<file path="src/rtl/core_pkg.sv">
// Shared core definitions: register index width, ValidReg bit positions,
// instruction class and hazard cause encodings, shadow slot payload.
package core_pkg;

  localparam int unsigned XLEN_REGS = 32;
  localparam int unsigned REG_W     = $clog2(XLEN_REGS);
  localparam int unsigned CNT_W     = 32;

  // ID_ValidReg bit positions
  localparam int unsigned VR_RD  = 0;
  localparam int unsigned VR_RS1 = 1;
  localparam int unsigned VR_RS2 = 2;

  typedef logic [REG_W-1:0] reg_idx_t;
  typedef logic [CNT_W-1:0] perf_cnt_t;

  typedef enum logic [1:0] {
    CLS_ALU  = 2'd0,
    CLS_LOAD = 2'd1,
    CLS_DIV  = 2'd2,
    CLS_RSVD = 2'd3
  } id_class_e;

  typedef enum logic [1:0] {
    HC_NONE       = 2'd0,
    HC_LOAD_USE   = 2'd1,
    HC_DIV_DEP    = 2'd2,
    HC_DIV_STRUCT = 2'd3
  } hazard_cause_e;

  // One in-flight instruction as seen by the scoreboard
  typedef struct packed {
    logic     valid;
    reg_idx_t rd;
    logic     wr;
    logic     is_load;
  } slot_t;

endpackage

</file>
<file path="src/rtl/hazard_scoreboard_if.sv">
// ID-stage hazard interface. The pipeline side is the master, the
// scoreboard is the slave. HAZARD_PERF_EN adds the stall counters.
interface hazard_scoreboard_if;
  import core_pkg::*;

  logic       ID_valid;
  reg_idx_t   ID_rs1;
  reg_idx_t   ID_rs2;
  reg_idx_t   ID_rd;
  logic [2:0] ID_ValidReg;
  logic [1:0] ID_class;
  logic       EX_ready;
  logic       flush;
  logic       div_done;

  logic       stall_id;
  logic       bubble_ex;
  logic       div_busy;
  logic [1:0] hazard_cause;

`ifdef HAZARD_PERF_EN
  perf_cnt_t  perf_loaduse_cnt;
  perf_cnt_t  perf_div_cnt;

  modport master (
    output ID_valid, ID_rs1, ID_rs2, ID_rd, ID_ValidReg, ID_class,
    output EX_ready, flush, div_done,
    input  stall_id, bubble_ex, div_busy, hazard_cause,
    input  perf_loaduse_cnt, perf_div_cnt
  );

  modport slave (
    input  ID_valid, ID_rs1, ID_rs2, ID_rd, ID_ValidReg, ID_class,
    input  EX_ready, flush, div_done,
    output stall_id, bubble_ex, div_busy, hazard_cause,
    output perf_loaduse_cnt, perf_div_cnt
  );
`else
  modport master (
    output ID_valid, ID_rs1, ID_rs2, ID_rd, ID_ValidReg, ID_class,
    output EX_ready, flush, div_done,
    input  stall_id, bubble_ex, div_busy, hazard_cause
  );

  modport slave (
    input  ID_valid, ID_rs1, ID_rs2, ID_rd, ID_ValidReg, ID_class,
    input  EX_ready, flush, div_done,
    output stall_id, bubble_ex, div_busy, hazard_cause
  );
`endif

endinterface

</file>
<file path="src/rtl/hazard_slot.sv">
// Shadow pipeline slot: holds one in-flight instruction's destination
// info and flags source registers that would read a not-yet-forwardable
// load result.
module hazard_slot
  import core_pkg::*;
(
  input  logic     clk,
  input  logic     rst,
  input  logic     load_i,
  input  slot_t    slot_i,
  input  reg_idx_t rs1_i,
  input  reg_idx_t rs2_i,
  output slot_t    slot_o,
  output logic     rs1_load_hit_o,
  output logic     rs2_load_hit_o
);

  slot_t slot_q;
  slot_t slot_d;
  logic  load_wr_c;

  // Next-state: advance when told to, otherwise hold
  always_comb begin
    slot_d = slot_q;
    if (load_i) begin
      slot_d = slot_i;
    end
  end

  // Slot register
  always_ff @(posedge clk) begin
    if (rst) begin
      slot_q <= '0;
    end else begin
      slot_q <= slot_d;
    end
  end

  // rd match against a pending load write; x0 never matches
  always_comb begin
    load_wr_c      = slot_q.valid & slot_q.wr & slot_q.is_load;
    rs1_load_hit_o = load_wr_c & (rs1_i != '0) & (rs1_i == slot_q.rd);
    rs2_load_hit_o = load_wr_c & (rs2_i != '0) & (rs2_i == slot_q.rd);
  end

  assign slot_o = slot_q;

endmodule

</file>
<file path="src/rtl/hazard_scoreboard.sv">
// ID-stage hazard scoreboard: tracks in-flight loads (EX/MEM shadow
// slots) and one outstanding divider result, stalls ID and bubbles EX
// while a source operand cannot be forwarded yet.
// Optional: define HAZARD_PERF_EN for load-use / divider stall counters.
module hazard_scoreboard
  import core_pkg::*;
(
  input  logic               clk,
  input  logic               rst,
  hazard_scoreboard_if.slave sb
);

  logic          gate_c;
  logic          use_rs1_c;
  logic          use_rs2_c;
  logic          div_open_c;
  logic          load_use_c;
  logic          div_dep_c;
  logic          div_struct_c;
  logic          stall_c;
  logic          issue_c;
  hazard_cause_e cause_c;

  logic          ex_hit1;
  logic          ex_hit2;
  logic          mem_hit1;
  logic          mem_hit2;
  slot_t         ex_slot_d;
  slot_t         ex_slot;
  slot_t         mem_slot_unused;

  logic          div_pending_q;
  logic          div_pending_d;
  reg_idx_t      div_rd_q;
  reg_idx_t      div_rd_d;

  // Hazard detection, cause priority and issue decision
  always_comb begin
    gate_c       = sb.ID_valid & ~sb.flush;
    use_rs1_c    = sb.ID_ValidReg[VR_RS1];
    use_rs2_c    = sb.ID_ValidReg[VR_RS2];
    // a divide finishing this cycle is forwarded from WB, so it no longer blocks
    div_open_c   = div_pending_q & ~sb.div_done;

    load_use_c   = gate_c & ((use_rs1_c & (ex_hit1 | mem_hit1)) |
                             (use_rs2_c & (ex_hit2 | mem_hit2)));
    div_dep_c    = gate_c & div_open_c &
                   ((use_rs1_c & (sb.ID_rs1 == div_rd_q)) |
                    (use_rs2_c & (sb.ID_rs2 == div_rd_q)) |
                    (sb.ID_ValidReg[VR_RD] & (sb.ID_rd == div_rd_q)));
    div_struct_c = gate_c & div_open_c & (sb.ID_class == CLS_DIV);

    stall_c      = load_use_c | div_dep_c | div_struct_c;
    issue_c      = sb.ID_valid & ~stall_c & sb.EX_ready & ~sb.flush;

    cause_c      = HC_NONE;
    if (load_use_c) begin
      cause_c = HC_LOAD_USE;
    end else if (div_dep_c) begin
      cause_c = HC_DIV_DEP;
    end else if (div_struct_c) begin
      cause_c = HC_DIV_STRUCT;
    end
  end

  // EX slot input: the issuing instruction, or empty (bubble/flush/not issued)
  always_comb begin
    ex_slot_d = '0;
    if (issue_c) begin
      ex_slot_d.valid   = 1'b1;
      ex_slot_d.rd      = sb.ID_rd;
      ex_slot_d.wr      = sb.ID_ValidReg[VR_RD];
      ex_slot_d.is_load = (sb.ID_class == CLS_LOAD);
    end
  end

  hazard_slot u_ex_slot (
    .clk            (clk),
    .rst            (rst),
    .load_i         (1'b1),
    .slot_i         (ex_slot_d),
    .rs1_i          (sb.ID_rs1),
    .rs2_i          (sb.ID_rs2),
    .slot_o         (ex_slot),
    .rs1_load_hit_o (ex_hit1),
    .rs2_load_hit_o (ex_hit2)
  );

  // MEM is the last tracked stage; its payload is not consumed further
  hazard_slot u_mem_slot (
    .clk            (clk),
    .rst            (rst),
    .load_i         (sb.EX_ready),
    .slot_i         (ex_slot),
    .rs1_i          (sb.ID_rs1),
    .rs2_i          (sb.ID_rs2),
    .slot_o         (mem_slot_unused),
    .rs1_load_hit_o (mem_hit1),
    .rs2_load_hit_o (mem_hit2)
  );

  // Divider tracking: done clears, a new DIV issue (rd != x0) re-arms
  always_comb begin
    div_pending_d = div_pending_q;
    div_rd_d      = div_rd_q;
    if (sb.div_done) begin
      div_pending_d = 1'b0;
    end
    if (issue_c && (sb.ID_class == CLS_DIV) && (sb.ID_rd != '0)) begin
      div_pending_d = 1'b1;
      div_rd_d      = sb.ID_rd;
    end
  end

  // Divider state register
  always_ff @(posedge clk) begin
    if (rst) begin
      div_pending_q <= 1'b0;
      div_rd_q      <= '0;
    end else begin
      div_pending_q <= div_pending_d;
      div_rd_q      <= div_rd_d;
    end
  end

  // Combinational outputs to ID/EX control
  always_comb begin
    sb.stall_id     = stall_c;
    sb.bubble_ex    = stall_c;
    sb.div_busy     = div_pending_q;
    sb.hazard_cause = cause_c;
  end

`ifdef HAZARD_PERF_EN
  perf_cnt_t lu_cnt_q;
  perf_cnt_t lu_cnt_d;
  perf_cnt_t div_cnt_q;
  perf_cnt_t div_cnt_d;

  // Saturating stall counters; structural stalls count as divider stalls
  always_comb begin
    lu_cnt_d  = lu_cnt_q;
    div_cnt_d = div_cnt_q;
    if (stall_c && (cause_c == HC_LOAD_USE) && (lu_cnt_q != '1)) begin
      lu_cnt_d = lu_cnt_q + perf_cnt_t'(1);
    end
    if (stall_c && (cause_c != HC_LOAD_USE) && (div_cnt_q != '1)) begin
      div_cnt_d = div_cnt_q + perf_cnt_t'(1);
    end
  end

  // Counter registers
  always_ff @(posedge clk) begin
    if (rst) begin
      lu_cnt_q  <= '0;
      div_cnt_q <= '0;
    end else begin
      lu_cnt_q  <= lu_cnt_d;
      div_cnt_q <= div_cnt_d;
    end
  end

  assign sb.perf_loaduse_cnt = lu_cnt_q;
  assign sb.perf_div_cnt     = div_cnt_q;
`endif

endmodule

</file>
<file path="src/flat_wrapper.sv">
// flat-port wrapper written by rule: the top's interface ports become plain ports
module hazard_scoreboard_flat import core_pkg::*;
  (clk, rst, sb_ID_valid, sb_ID_rs1, sb_ID_rs2, sb_ID_rd, sb_ID_ValidReg, sb_ID_class, sb_EX_ready, sb_flush, sb_div_done, sb_stall_id, sb_bubble_ex, sb_div_busy, sb_hazard_cause);
  hazard_scoreboard_if sb_i ();
  input  logic clk;
  input  logic rst;
  input wire logic [$bits(sb_i.ID_valid)-1:0] sb_ID_valid;
  input wire logic [$bits(sb_i.ID_rs1)-1:0] sb_ID_rs1;
  input wire logic [$bits(sb_i.ID_rs2)-1:0] sb_ID_rs2;
  input wire logic [$bits(sb_i.ID_rd)-1:0] sb_ID_rd;
  input wire logic [$bits(sb_i.ID_ValidReg)-1:0] sb_ID_ValidReg;
  input wire logic [$bits(sb_i.ID_class)-1:0] sb_ID_class;
  input wire logic [$bits(sb_i.EX_ready)-1:0] sb_EX_ready;
  input wire logic [$bits(sb_i.flush)-1:0] sb_flush;
  input wire logic [$bits(sb_i.div_done)-1:0] sb_div_done;
  output wire logic [$bits(sb_i.stall_id)-1:0] sb_stall_id;
  output wire logic [$bits(sb_i.bubble_ex)-1:0] sb_bubble_ex;
  output wire logic [$bits(sb_i.div_busy)-1:0] sb_div_busy;
  output wire logic [$bits(sb_i.hazard_cause)-1:0] sb_hazard_cause;
  assign sb_i.ID_valid = sb_ID_valid;
  assign sb_i.ID_rs1 = sb_ID_rs1;
  assign sb_i.ID_rs2 = sb_ID_rs2;
  assign sb_i.ID_rd = sb_ID_rd;
  assign sb_i.ID_ValidReg = sb_ID_ValidReg;
  assign sb_i.ID_class = sb_ID_class;
  assign sb_i.EX_ready = sb_EX_ready;
  assign sb_i.flush = sb_flush;
  assign sb_i.div_done = sb_div_done;
  assign sb_stall_id = sb_i.stall_id;
  assign sb_bubble_ex = sb_i.bubble_ex;
  assign sb_div_busy = sb_i.div_busy;
  assign sb_hazard_cause = sb_i.hazard_cause;
  hazard_scoreboard u_core (.clk(clk), .rst(rst), .sb(sb_i));
endmodule
</file>
<file path="config.mk">
export PLATFORM = sky130hd
export DESIGN_NAME = hazard_scoreboard_flat
export DESIGN_NICKNAME = d
export VERILOG_FILES = /design/src/rtl/core_pkg.sv /design/src/rtl/hazard_scoreboard_if.sv /design/src/rtl/hazard_slot.sv /design/src/rtl/hazard_scoreboard.sv /design/src/flat_wrapper.sv
export SDC_FILE = /design/constraint.sdc
export NUM_CORES = 1
export LEC_CHECK = 0
export CORE_ASPECT_RATIO = 1.2
export CORE_UTILIZATION = 50
export CTS_BUF_LIST = sky130_fd_sc_hd__clkbuf_4 sky130_fd_sc_hd__clkbuf_8
export CTS_CLUSTER_DIAMETER = 200
export DETAILED_ROUTE_END_ITERATION = 16
export PLACE_DENSITY = 0.78
export SYNTH_ARGS = -nofsm -noshare
export SYNTH_HDL_FRONTEND = slang
export SYNTH_HIERARCHICAL = 1
export SYNTH_SLANG_ARGS = --single-unit
</file>
<file path="constraint.sdc">
create_clock -name clk -period 4.6 [get_ports clk]
set_input_delay 0.92 -clock clk [delete_from_list [all_inputs] [get_ports clk]]
set_output_delay 0.92 -clock clk [all_outputs]
set_load 0.05 [all_outputs]
</file>
==> metrics.txt, run 1 <==
status=finished, final reports clean; Post-synth EDFFs=0; WP data arrival=approximately 3100 ps; Critical-path top delay cell=clkdlybuf4s50_1; area delta synth->final=24.6%; TritonCTS clock tree=done; Vias=1550; Post-synth ARST share=0; # diodes=0; leakage=slightly below 0.7 nW; layout net count=between 200 and 250; critical path's largest stage delay=roughly 600 ps; initial antenna violation count=0; WP data required=around 3700 ps; kind of cell adding the most delay to the critical path=compound AO/OA/AOI/OAI gates; RSZ-0062 raised after global routing=no; multiplexer share of the synthesized area=0.102; Tot GR Track Use=0.259; overall power=approximately 0.00043 W; Clock Root Buffer=clkbuf_4; Setup Buffers After CTS=0; Levels on crit path=9; pin count of the biggest net entering global routing=23; first-pass GRT wire length=~6500 um; Worst Hold Class=reg2reg; PortBufs=30; number of routed nets with antenna violations=0; reg2reg path depth=10; largest family of logic cells by synthesized area=simple AND/OR/NAND/NOR gates; share of layout cells above drive strength 1=0.0704; max-slew violation count=0; fin crit share=0.881; Clock Latency Late Sink=slightly above 300 ps; XOR/XNOR Fraction of Synth Area=0.196; CP Launch Type=input pin; drt first-iter violations=79; # hold bufs at CTS=0; syn_nets=213; Syn Area/Cell=~8.4 um2; Setup crit start=sb_ID_rs1[3]; Final min period=4050 ps; average wire per standard cell=16.7 um; hold path depth=2; Main synth FF type=dfxtp_1; Post-CTS Resized=0; Hold Path Origin=u_core/u_mem_slot/slot_o[7]; TritonRoute pass-1 iters=7; adder-cell share of the synthesized area=0; Rows=21; FF-to-FF Start=u_core/u_ex_slot/slot_o[2]; Mapped Cells=roughly 190; H-tree depth=1; Cell Area, Synth=about 0.0016 mm2; final setup vio count=0; area share of and/or/nand/nor cells after synthesis=0.211; fmax=approximately 250 MHz; Worst Setup End Kind=output pin; drt via density=about 6.3; cts bufs inserted=3; Clock transition at path regs=~130 ps; Max Cap Violations=0; clk sink count=22; Ports=31; Initial Util=0.541; crit path max fanout=5; WP buf/inv=2; Congestion Overflow GR=0; worst setup path class=in2out; clock skew=6.03 ps; cell-by-cell trace of the critical path=clkdlybuf4s50_1, xnor2_1, nand4_1, a2111oi_2, o21a_1, o21ai_0, nand2_1, o31a_1, buf_12; routed wire length=4130 um; VDD IR max=~0.00016 V; Synth Area in Compound Gates=0.176; worst-margin pin slew=approximately 770 ps; final hold violations=0; PwrDens=~220 mW/mm2; vias in the first global route=roughly 1.4k; TNS Setup=0 ps; hpwl dp=a little over 3000 um; Layout fillers=237; clock buffer depth=2; post-synth cell types=37; Die Ht=around 63 um; Synth warnings=6; Die Wd=between 50 and 60 um; gp weighted congestion=~0.92; DIE AREA=0.00335 mm2; Seq cells post-synth=22; Seq/Total Area, Yosys=0.282; Rel. slew slack=0.488; core area=just under 0.003 mm2; DRC Markers=0
[per-stage QoR]
| stage | worst slack, ps | utilization | hold WS, ps | instance area [um2] | cells |
|---|---|---|---|---|---|
| 4_1_cts | 582 | 0.674 | 518 | 1950 | 247 |
| 5_1_grt | 432 | 0.674 | 553 | 1950 | 247 |
| 6_report | 545 | 0.674 | 511 | 1950 | 247 |
| 3_3_place_gp | 648 | 0.655 | 465 | 1890 | 243 |
| 3_5_place_dp | 592 | 0.655 | 485 | 1890 | 243 |
| 2_1_floorplan | 602 | - | 452 | 1560 | 187 |
[worst paths after layout]
check / to / slack [ps]
worst max-delay path: sb_bubble_ex / 550
worst min-delay path: u_core/u_mem_slot/slot_o[7] / 510
worst max register to register: u_core/u_ex_slot/slot_o[5] / 2380
worst min register to register: u_core/u_mem_slot/slot_o[7] / 510
[cell usage after synthesis (all sizes together) (2+ instances only)]
cell     number  area [um2]
o21a          2        15.0
nand4         7        43.8
o2111ai       6        52.6
nor2         23        86.3
a21oi         6        30.0
nand2         8        30.0
clkbuf        3        11.3
nand3        11        55.1
a211oi        2        15.0
buf           7        35.0
and3          2        12.5
a2111oi       2        30.0
mux2i        16         160
nand3b        2        15.0
o21ai        12        60.1
xor2          4        35.0
dfxtp        22         440
nor3          3        15.0
xnor2        31         272
nor2b         3        18.8
[power by group]
| group | switching (W) | leakage (nW) | internal [W] |
|---|---|---|---|
| clock | 0.0000604 | 0.0279 | 0.0000881 |
| sequential | 0.00000477 | 0.178 | 0.000194 |
| combinational | 0.0000429 | 0.484 | 0.0000438 |
| total | 0.000108 | 0.690 | 0.000326 |
[kinds of logic after synthesis]
group | Yosys count
compound gates | 38
xor+xnor | 35
buf+inv | 10
flops | 22
mux | 16
other cells | 1
simple gates | 65
[worst reg2reg max path, stage by stage (launching register included)]
cell and delay (ps):
dfxtp_1 500, xnor2_1 170, nand4_1 150, a2111oi_2 360
o21a_1 230, nor3_2 60, buf_4 200, o2111ai_1 100
o21ai_0 120, mux2i_1 170, nor2_1 50
[final cells by class]
type,count,area [um2],area share
well taps,34,42.5,0.0219
clock inverters,1,30.0,0.0154
flip-flops and latches,22,440,0.226
repair buffers,32,330,0.170
multi-input cells,155,1080,0.555
clock buffers,3,22.5,0.0116
[flip-flops by register name, indices dropped and copies added, names as in the netlist]
signal	cells
u_core/u_mem_slot/slot_o	8
u_core/div_rd_q	5
u_core/sb.div_busy	1
u_core/u_ex_slot/slot_o	8
[per-layer routing]
metal / track usage / part of all wire / up-vias
met5: 0 / 0 / -
met4: 0.128 / 0.030 / 0
met3: 0.0435 / 0.074 / 17
met2: 0.421 / 0.48 / 96
met1: 0.319 / 0.42 / 708
li1: - / - / 729
[cells in the final DEF (no fill, tap or decap), drive strengths merged, types with 3 or more instances in the layout]
master and n:
o2111ai 6, mux2i 16, clkdlybuf4s50 26, clkbuf 3
xnor2 31, nor2 23, buf 6, xor2 4
nor3 3, a21oi 6, o21ai 12, nand4 7
nand2 8, nor2b 3, dfxtp 22, nand3 11
Note: power is estimated with default switching activity, not from simulation.
==> run 2, diff against run 1 <==
Settings changed: ABC_AREA from default to 1, PLACE_DENSITY 0.78 to 0.76, SLEW_MARGIN from default to 20.
==> run 2 against run 1 <==
Effect of this change: global-route usage decreased by 1.4 points; count of clock-buffer cells in the layout grew 1; design area grew 11%; highest routed layer unchanged; hold slack got worse by 40 ps; fmax down 0.44%; non-clock buffer count shrank 2; cell count grew 59%; wire length grew 6.4%; via count rose by 24%; sequential power increased by 3%; largest power group unchanged; combinational power increased by 27%.
==> metrics.txt, run 2 <==
Ports=31; hpwl dp=around 3400 um; PwrDens=between 200 and 250 mW/mm2; CP Launch Type=input pin; Yosys top cell by area=nand2_1; pin count of the biggest net entering global routing=19; met1 GRT Util=0.290; DP Worst Slack=~540 ps; Synth top cells by count=129 x nand2_1, 59 x nor2_1, 47 x inv_1, 22 x dfxtp_1, 12 x inv_2; Worst Setup End Kind=output pin; Initial Util=0.530; largest cells by area after synthesis=nand2_1 27%, dfxtp_1 25%, nor2_1 12%, inv_1 9.9%, a211oi_2 7.0%; count leader, synth=nand2_1; Seq cells post-synth=22; worst setup path class=in2out; clk sink count=22; clock buffer depth=2; Die Wd=roughly 57 um; H-tree depth=1; Syn Area/Cell=about 5.5 um2; critical path's largest stage delay=about 710 ps; average wire per standard cell=around 11 um; drt first-iter violations=77; Mapped Cells=approximately 320; Layout fillers=344; gp weighted congestion=approximately 0.90; routed wire length=approximately 4400 um; leakage=approximately 1.1 nW; kind of cell adding the most delay to the critical path=buffers and inverters; most common cell after layout, fill and taps aside=nand2_1; Vias=a little under 2k; WP data required=around 3700 ps; initial antenna violation count=0; final setup vio count=0; Worst Hold Class=reg2reg; TritonCTS clock tree=done; Synth warnings=6; Max Cap Violations=0; Setup Buffers After CTS=0; most frequent cells in the layout=129 x nand2_1, 59 x nor2_1, 47 x inv_1, 27 x clkdlybuf4s50_1, 22 x dfxtp_1; Final Instance Area=between 0.002 and 0.0025 mm2; max-slew violation count=0; # hold bufs at CTS=0; # diodes=0; Seq/Total Area, Yosys=0.247; Rel. slew slack=0.361; Die Ht=67.4 um; final hold violations=0; Main synth FF type=dfxtp_1; cell-by-cell trace of the critical path=clkdlybuf4s50_1, inv_1, nand2_1, nand2_1, nor2_1, nand2_1, nor2_1, o21ai_0, a21oi_1, a21oi_1, clkdlybuf4s50_1; drt via density=approximately 4.9; post-synth cell types=21; Clock Root Buffer=clkbuf_8; overall power=approximately 0.00045 W; vias in the first global route=1699; fmax=~250 MHz; crit path max fanout=8; DIE AREA=around 0.0038 mm2; worst-margin pin slew=approximately 960 ps; PortBufs=30; Cell Area, Synth=roughly 0.0018 mm2; Crit path top cell by count=nand2_1; Placed Area=about 0.0021 mm2; Critical-path top delay cell=clkdlybuf4s50_1; Post-synth ARST share=0; Most Crowded Layer GR=met2; Tot GR Track Use=0.245; Congestion Overflow GR=0; fin crit share=0.885; Post-CTS Resized=0; layout net count=~380; DRC Markers=0; RSZ-0062 raised after global routing=no; Final min period=a little over 4000 ps; WP buf/inv=3; met2 Resource Use GR=0.449; share of layout cells above drive strength 1=0.110; TritonRoute pass-1 iters=4; clock skew=approximately 11 ps; Rows=23; core area=0.00337 mm2; VDD IR max=0.000141 V; area delta synth->final=20.6%; Clock transition at path regs=around 80 ps; Clock Latency Late Sink=around 270 ps; WP data arrival=3150 ps; TNS Setup=0 ps; number of routed nets with antenna violations=0; status=finished, final reports clean; first-pass GRT wire length=around 7300 um; Setup WS post-layout=~530 ps; cts bufs inserted=3; GRT met3 Usage=0.0287; top-area cell type share of the netlist area=0.271; Post-synth EDFFs=0
run 2: changes by cell type after synthesis, sizes merged, moves of 6 or more:
cell     previous run  this run
o21ai              12         4
nor2               23        62
a211oi              2        10
nand2               8       130
xnor2              31         0
mux2i              16         0
o2111ai             6         0
inv                 0        59
run 2: report_power, final:
group | switching (W) | leakage [nW] | internal (W) | total, W
Clock | 0.0000652 | 0.0288 | 0.0000763 | 0.000142
Combinational | 0.0000642 | 0.898 | 0.0000455 | 0.000110
Sequential | 0.00000639 | 0.180 | 0.000197 | 0.000204
run 2: path summary, 6_finish.rpt:
| check | from | end | slack, ps | cells after the start |
|---|---|---|---|---|
| hold / removal | u_core/u_mem_slot/slot_o[0] | u_core/u_mem_slot/slot_o[0] | 470 | 2 |
| setup / recovery | sb_ID_rs2[0] | sb_hazard_cause[1] | 530 | 11 |
| hold reg to reg | u_core/u_mem_slot/slot_o[0] | u_core/u_mem_slot/slot_o[0] | 470 | 2 |
| setup reg to reg | u_core/u_ex_slot/slot_o[2] | u_core/u_ex_slot/slot_o[4] | 2660 | 13 |
run 2: cells by family after synthesis:
group           count (synthesis)  synth area share
simple gates                  212             0.494
flops                          22             0.247
other cells                     1           0.00210
compound gates                 24             0.112
buf+inv                        64             0.145
run 2: through the flow:
step / utilization / hold WS, ps / std cells
finish: 0.639 / 471 / 392
global route: 0.639 / 506 / 392
CTS: 0.639 / 468 / 392
detailed placement: 0.623 / 457 / 388
global placement: 0.623 / 448 / 388
floorplan: - / 439 / 326
run 2: worst min-delay path: stages, from the launching register on:
cell,delay (ps)
dfxtp_1,320
nand2_1,60
a21oi_1,50
run 2: layout make-up:
cell class | instances | area, um2 | area share
inverter | 59 | 221 | 0.103
clock buffer | 4 | 55.1 | 0.0256
timing repair buffer | 30 | 293 | 0.136
tap | 37 | 46.3 | 0.0215
multi-input combinational | 240 | 1100 | 0.509
sequential | 22 | 440 | 0.205
run 2: routing by layer:
metal | vias to the layer above | routed length, um
met5 | - | 0
met4 | 0 | 95
met3 | 8 | 202
met2 | 51 | 2080
met1 | 836 | 2020
li1 | 1031 | -
